### src/rtl/digit_counter.sv
// digit_counter
// Multi-digit cascaded modulo counter. DIGITS digits of base MODULUS are held
// in one packed register. The register supports count up/down, parallel load,
// synchronous clear and an asynchronous clear. A combinational terminal count
// (cout) lets several blocks be chained.
//
// Ports:
//   clk    rising-edge clock
//   clr_n  asynchronous active-low clear, all digits to 0
//   sclr   synchronous clear (highest synchronous priority)
//   ce     count enable
//   up     direction, 1 = increment, 0 = decrement
//   load   synchronous parallel load; invalid digits (>= MODULUS) load as 0
//   din    load value, digit 0 in din[DIGIT_W-1:0]
//   data   registered count, same packing as din
//   cout   combinational terminal count (ce & up & all max, or ce & ~up & all 0)
//   zero   combinational, all digits == 0
//
// Build option: define DIGIT_COUNTER_SAT_EN to saturate at the end of range
// instead of wrapping. cout behaves the same in both builds.
module digit_counter #(
    parameter int unsigned DIGITS  = 4,
    parameter int unsigned DIGIT_W = 4,
    parameter int unsigned MODULUS = 10
) (
    input  logic                        clk,
    input  logic                        clr_n,
    input  logic                        sclr,
    input  logic                        ce,
    input  logic                        up,
    input  logic                        load,
    input  logic [DIGITS*DIGIT_W-1:0]   din,
    output logic [DIGITS*DIGIT_W-1:0]   data,
    output logic                        cout,
    output logic                        zero
);

    localparam int unsigned TOTAL_W = DIGITS * DIGIT_W;
    localparam logic [DIGIT_W-1:0] MAX_D = DIGIT_W'(MODULUS - 1);
    // One extra bit so MODULUS itself (which may equal 2^DIGIT_W) is representable.
    localparam logic [DIGIT_W:0]   MOD_V = (DIGIT_W + 1)'(MODULUS);

`ifdef DIGIT_COUNTER_SAT_EN
    localparam bit SAT_EN = 1'b1;
`else
    localparam bit SAT_EN = 1'b0;
`endif

    logic               all_max;
    logic               all_zero;
    logic               run;
    logic [DIGIT_W-1:0] d_cur;
    logic [DIGIT_W-1:0] d_ld;
    logic [TOTAL_W-1:0] cnt_val;
    logic [TOTAL_W-1:0] ld_val;
    logic [TOTAL_W-1:0] data_nxt;

    // Whole-chain terminal flags.
    always_comb begin
        all_max  = 1'b1;
        all_zero = 1'b1;
        for (int i = 0; i < int'(DIGITS); i++) begin
            if (data[i*DIGIT_W +: DIGIT_W] != MAX_D) all_max  = 1'b0;
            if (data[i*DIGIT_W +: DIGIT_W] != '0)    all_zero = 1'b0;
        end
    end

    assign zero = all_zero;
    assign cout = ce & (up ? all_max : all_zero);

    // Next count, sanitised load value and clear/load/count priority.
    always_comb begin
        cnt_val  = data;
        ld_val   = '0;
        data_nxt = data;
        run      = 1'b1;
        d_cur    = '0;
        d_ld     = '0;
        for (int i = 0; i < int'(DIGITS); i++) begin
            d_cur = data[i*DIGIT_W +: DIGIT_W];
            // run: every lower digit is at its rollover value, so this digit steps.
            if (run) begin
                if (up) begin
                    cnt_val[i*DIGIT_W +: DIGIT_W] = (d_cur == MAX_D) ? '0 : d_cur + DIGIT_W'(1);
                end else begin
                    cnt_val[i*DIGIT_W +: DIGIT_W] = (d_cur == '0) ? MAX_D : d_cur - DIGIT_W'(1);
                end
            end
            run = run & (up ? (d_cur == MAX_D) : (d_cur == '0));

            d_ld = din[i*DIGIT_W +: DIGIT_W];
            ld_val[i*DIGIT_W +: DIGIT_W] = ({1'b0, d_ld} < MOD_V) ? d_ld : '0;
        end

        // At the end of range, a saturating build holds instead of wrapping.
        if (SAT_EN && cout) begin
            cnt_val = data;
        end

        if (sclr) begin
            data_nxt = '0;
        end else if (load) begin
            data_nxt = ld_val;
        end else if (ce) begin
            data_nxt = cnt_val;
        end
    end

    // Count register.
    always_ff @(posedge clk or negedge clr_n) begin
        if (!clr_n) begin
            data <= '0;
        end else begin
            data <= data_nxt;
        end
    end

endmodule
### config.mk
export PLATFORM = sky130hd
export DESIGN_NAME = digit_counter
export DESIGN_NICKNAME = d
export VERILOG_FILES = /design/src/rtl/digit_counter.sv
export SDC_FILE = /design/constraint.sdc
export NUM_CORES = 1
export LEC_CHECK = 0
export BUFFER_PORTS_ARGS = -buffer_cell sky130_fd_sc_hd__buf_4
export CAP_MARGIN = 10
export CORE_ASPECT_RATIO = 1.5
export CORE_MARGIN = 8
export CORE_UTILIZATION = 51
export CTS_BUF_LIST = sky130_fd_sc_hd__clkbuf_8
export DETAILED_ROUTE_END_ITERATION = 10
export GPL_TIMING_DRIVEN = 0
export PLACE_DENSITY = 0.75
export RECOVER_POWER = 50
export SLEW_MARGIN = 25
export SYNTH_ARGS = -nofsm -noshare
export SYNTH_HDL_FRONTEND = slang
export SYNTH_SLANG_ARGS = --single-unit
### constraint.sdc
create_clock -name clk -period 1.7 [get_ports clk]
set_input_delay 0.085 -clock clk [delete_from_list [all_inputs] [get_ports clk]]
set_output_delay 0.085 -clock clk [all_outputs]
set_load 0.01 [all_outputs]
==> impl_results.md <==
- Outcome: complete, but fails checks
- Failing checks: negative setup slack
- Biggest register: data
- PwrDens: about 600 nW/um2
- Setup TNS: -1.143 ns
- Layout fillers: 285
- Synthesized instance count: about 230
- First-pass GRT wire length: about 9000 um
- Placed insts: a little over 300
- RSZ-0062 raised after global routing: true
- H-tree levels: 1
- Final Cycle Share: 114.1%
- Post-layout minimum cycle time: 1.940 ns
- Die Height: 87.55 um
- Worst slew margin: between 30% and 40%
- Tot GR Track Use: 19.69%
- Critical Setup Path Class: reg2out
- Via density: 6.053
- Post-synthesis async set-or-reset flop share: 100.0%
- Max IR drop VDD: about 0.00045 V
- Required time of the critical path: 1.62 ns
- Synth Area per Inst: roughly 7.7 um2
- CTS tree: built
- Cell area after synthesis: 1740 um2
- Lkg Pwr: 0.001020 uW
- Initial antenna violation count: 0
- DR pass1 iterations: 5
- Net count, final: between 300 and 400
- Number of max-cap violations: 0
- Port bufs: 37
- Number of flops mapped to enable cells by yosys: 0
- Syn_nets: 259
- Final slew viol count: 0
- Num CTS Buffers: 3
- Final setup violating endpoints: 8
- Worst setup path end: cout
- Worst-path clk slew: 0.06 ns
- Fmax: about 520 MHz
- Library cells used by synthesis: 52
- Clock Latency Late Sink: 0.25 ns
- RD Place Congestion: about 0.86
- Post-DP HPWL: 3814 um
- Initial DRC Count: 100
- Dpl cell area: around 2100 um2
- Critical Path Sink Type: primary output
- Number of synthesis warnings: 0
- Setup WS pre-CTS: -0.2520 ns
- Max clock buf depth: 2
- Vias in the first global route: 1856
- WL final: 5542 um
- CORE AREA: ~3400 um2
- Yosys reg bits: 16
- Worst Path Arrival: around 1.9 ns
- Post-route DRC: 0
- Ant diodes: 0
- Vias: ~1900
- Fin Clk Skew: 0.0008954 ns
- Setup WS post-layout: -0.2404 ns
- I/O pin count: 40
- Global route overflow: 0
- Largest net degree at the start of global routing: 17
- Final Hold Vio Count: 0
- Layout area overhead: 38.53%
- Max reg flops: 16
- Worst reg2reg endpoint: data[13]
- Ys flop type: dfrtp_1
- Share of layout cells above drive strength 1: 38.57%
- Startpoint Class: flop
- Non-Filler Instances: around 320
- Final instance area: 2411 um2
- CTS sink cnt: 16
- DIE AREA: 5576 um2
- Register area share after synthesis: between 20% and 30%
- Worst setup path start: data[4]
- Die X: 63.70 um
- Post-route ant nets: 0
- Initial Util: between 50 and 60%
- Rows: 26
- Clock tree root buffer cell: clkbuf_8
- Worst R2R Setup Slack: -0.19 ns
- Layout Utilization: 71.96%
- Drt wl/cell: 17.21 um
- Maximum fanout along the worst path: 3
- R2R cell count: 7
- Top flop regs: data (16)
- Worst hold path class: in2reg
- Pin slew with the least headroom to its limit: 0.9545 ns
- Reg-to-Reg Start: data[8]
-- cells in the final DEF (no fill, tap or decap), types with 5 or more instances in the layout --
cell / synthesis / final
inv_2: 1 / 5
buf_2: 7 / 5
nor2_1: 15 / 14
o21ai_0: 12 / 10
buf_6: 2 / 5
dfrtp_2: 0 / 9
o31ai_1: 7 / 7
dfrtp_1: 16 / 7
a31oi_1: 8 / 8
ha_4: 0 / 5
buf_4: 0 / 50
a21oi_1: 22 / 20
inv_1: 13 / 7
clkbuf_1: 8 / 8
nand2_1: 15 / 15
nand3b_1: 6 / 6
nand3_1: 9 / 9
ha_1: 12 / 7
-- cell type report --
type                       count  area, um2  share of cell area (%)
tap                           42      52.55                   2.180
multi-input combinational    178       1351                   56.05
inverter                      14      57.56                   2.387
sequential                    16      411.6                   17.07
buffer                        14      85.08                   3.529
clock buffer                   3      41.29                   1.713
timing repair buffer          55      411.6                   17.07
-- power breakdown --
group	switching [uW]	internal (uW)	leakage (uW)
combinational	342	339	0.000798
sequential	60.0	414	0.000201
clock	137	157	0.0000216
total	539	911	0.00102
-- metal layers --
layer,share of wire (%),up-vias,GRT usage [%]
li1,-,945,-
met1,41,941,23.15
met2,54,56,35.93
met3,3.5,7,1.921
met4,1.7,0,7.128
met5,0,-,0
-- through the flow --
step | power, uW | hold WS (ns)
after floorplan | 846.1 | -0.2106
after detailed placement | 1039 | -0.03613
after global placement | 1033 | -0.03880
after CTS | 1387 | 0.08671
after global routing | 1536 | 0.1132
final | 1450 | 0.09602
-- worst min-delay path by stage --
stage          startpoint  endpoint  slack, ns  depth (start not counted)
3_5_place_dp        clr_n  data[11]      -0.04                          1
5_1_grt            din[0]   data[0]       0.11                          3
3_3_place_gp        clr_n  data[10]      -0.04                          1
2_1_floorplan       clr_n   data[0]      -0.21                          0
4_1_cts            din[0]   data[0]       0.09                          3
6_report           din[0]   data[0]        0.1                          3
-- logic make-up after synthesis --
family	after synthesis	synth area share, %
AO/OA/AOI/OAI	86	33.57
AND/OR/NAND/NOR	72	22.43
buffers and inverters	31	8.052
flip-flops	16	23.00
adder cells (fa/ha/maj)	12	8.627
XOR/XNOR	5	2.516
multiplexers	3	1.797
-- critical path, stage by stage (launching register included) --
cell     delay [ns]
dfrtp_2        0.43
inv_4          0.07
ha_4           0.12
or3b_4         0.39
nor4_4         0.17
and2_4         0.18
o21a_1         0.13
buf_6          0.11
-- synthesized netlist by cell type (2+ instances only) --
library cell / n / share of area, %
a211oi_1: 4 / 1.7
a21oi_1: 22 / 6.3
a22o_2: 3 / 1.7
a311o_1: 2 / 1.2
a31oi_1: 8 / 2.9
a41oi_1: 2 / 1.0
and3_1: 2 / 0.72
buf_2: 7 / 2.0
buf_6: 2 / 1.3
clkbuf_1: 8 / 1.7
dfrtp_1: 16 / 23
ha_1: 12 / 8.6
inv_1: 13 / 2.8
mux2i_1: 2 / 1.2
nand2_1: 15 / 3.2
nand2b_1: 2 / 0.72
nand3_1: 9 / 2.6
nand3b_1: 6 / 2.6
nand4_1: 3 / 1.1
nor2_1: 15 / 3.2
nor2b_1: 4 / 1.4
nor3_1: 3 / 0.86
nor4_1: 2 / 0.72
nor4b_1: 2 / 1.0
o211a_1: 2 / 1.2
o211ai_1: 4 / 1.7
o21a_1: 5 / 2.2
o21ai_0: 12 / 3.5
o21bai_1: 4 / 1.7
o22ai_1: 2 / 0.72
o31a_1: 2 / 1.0
o31ai_1: 7 / 3.0
xnor2_1: 4 / 2.0
-- what timing repair did --
action	4_1_cts	5_1_grt
endpoints found under the hold margin	16	0
endpoints found under the setup margin	14	15
setup buffers	9	10
pin swaps	6	14
resized for setup	17	20
hold buffers	1	0
Power figures use the tool's default switching activity.
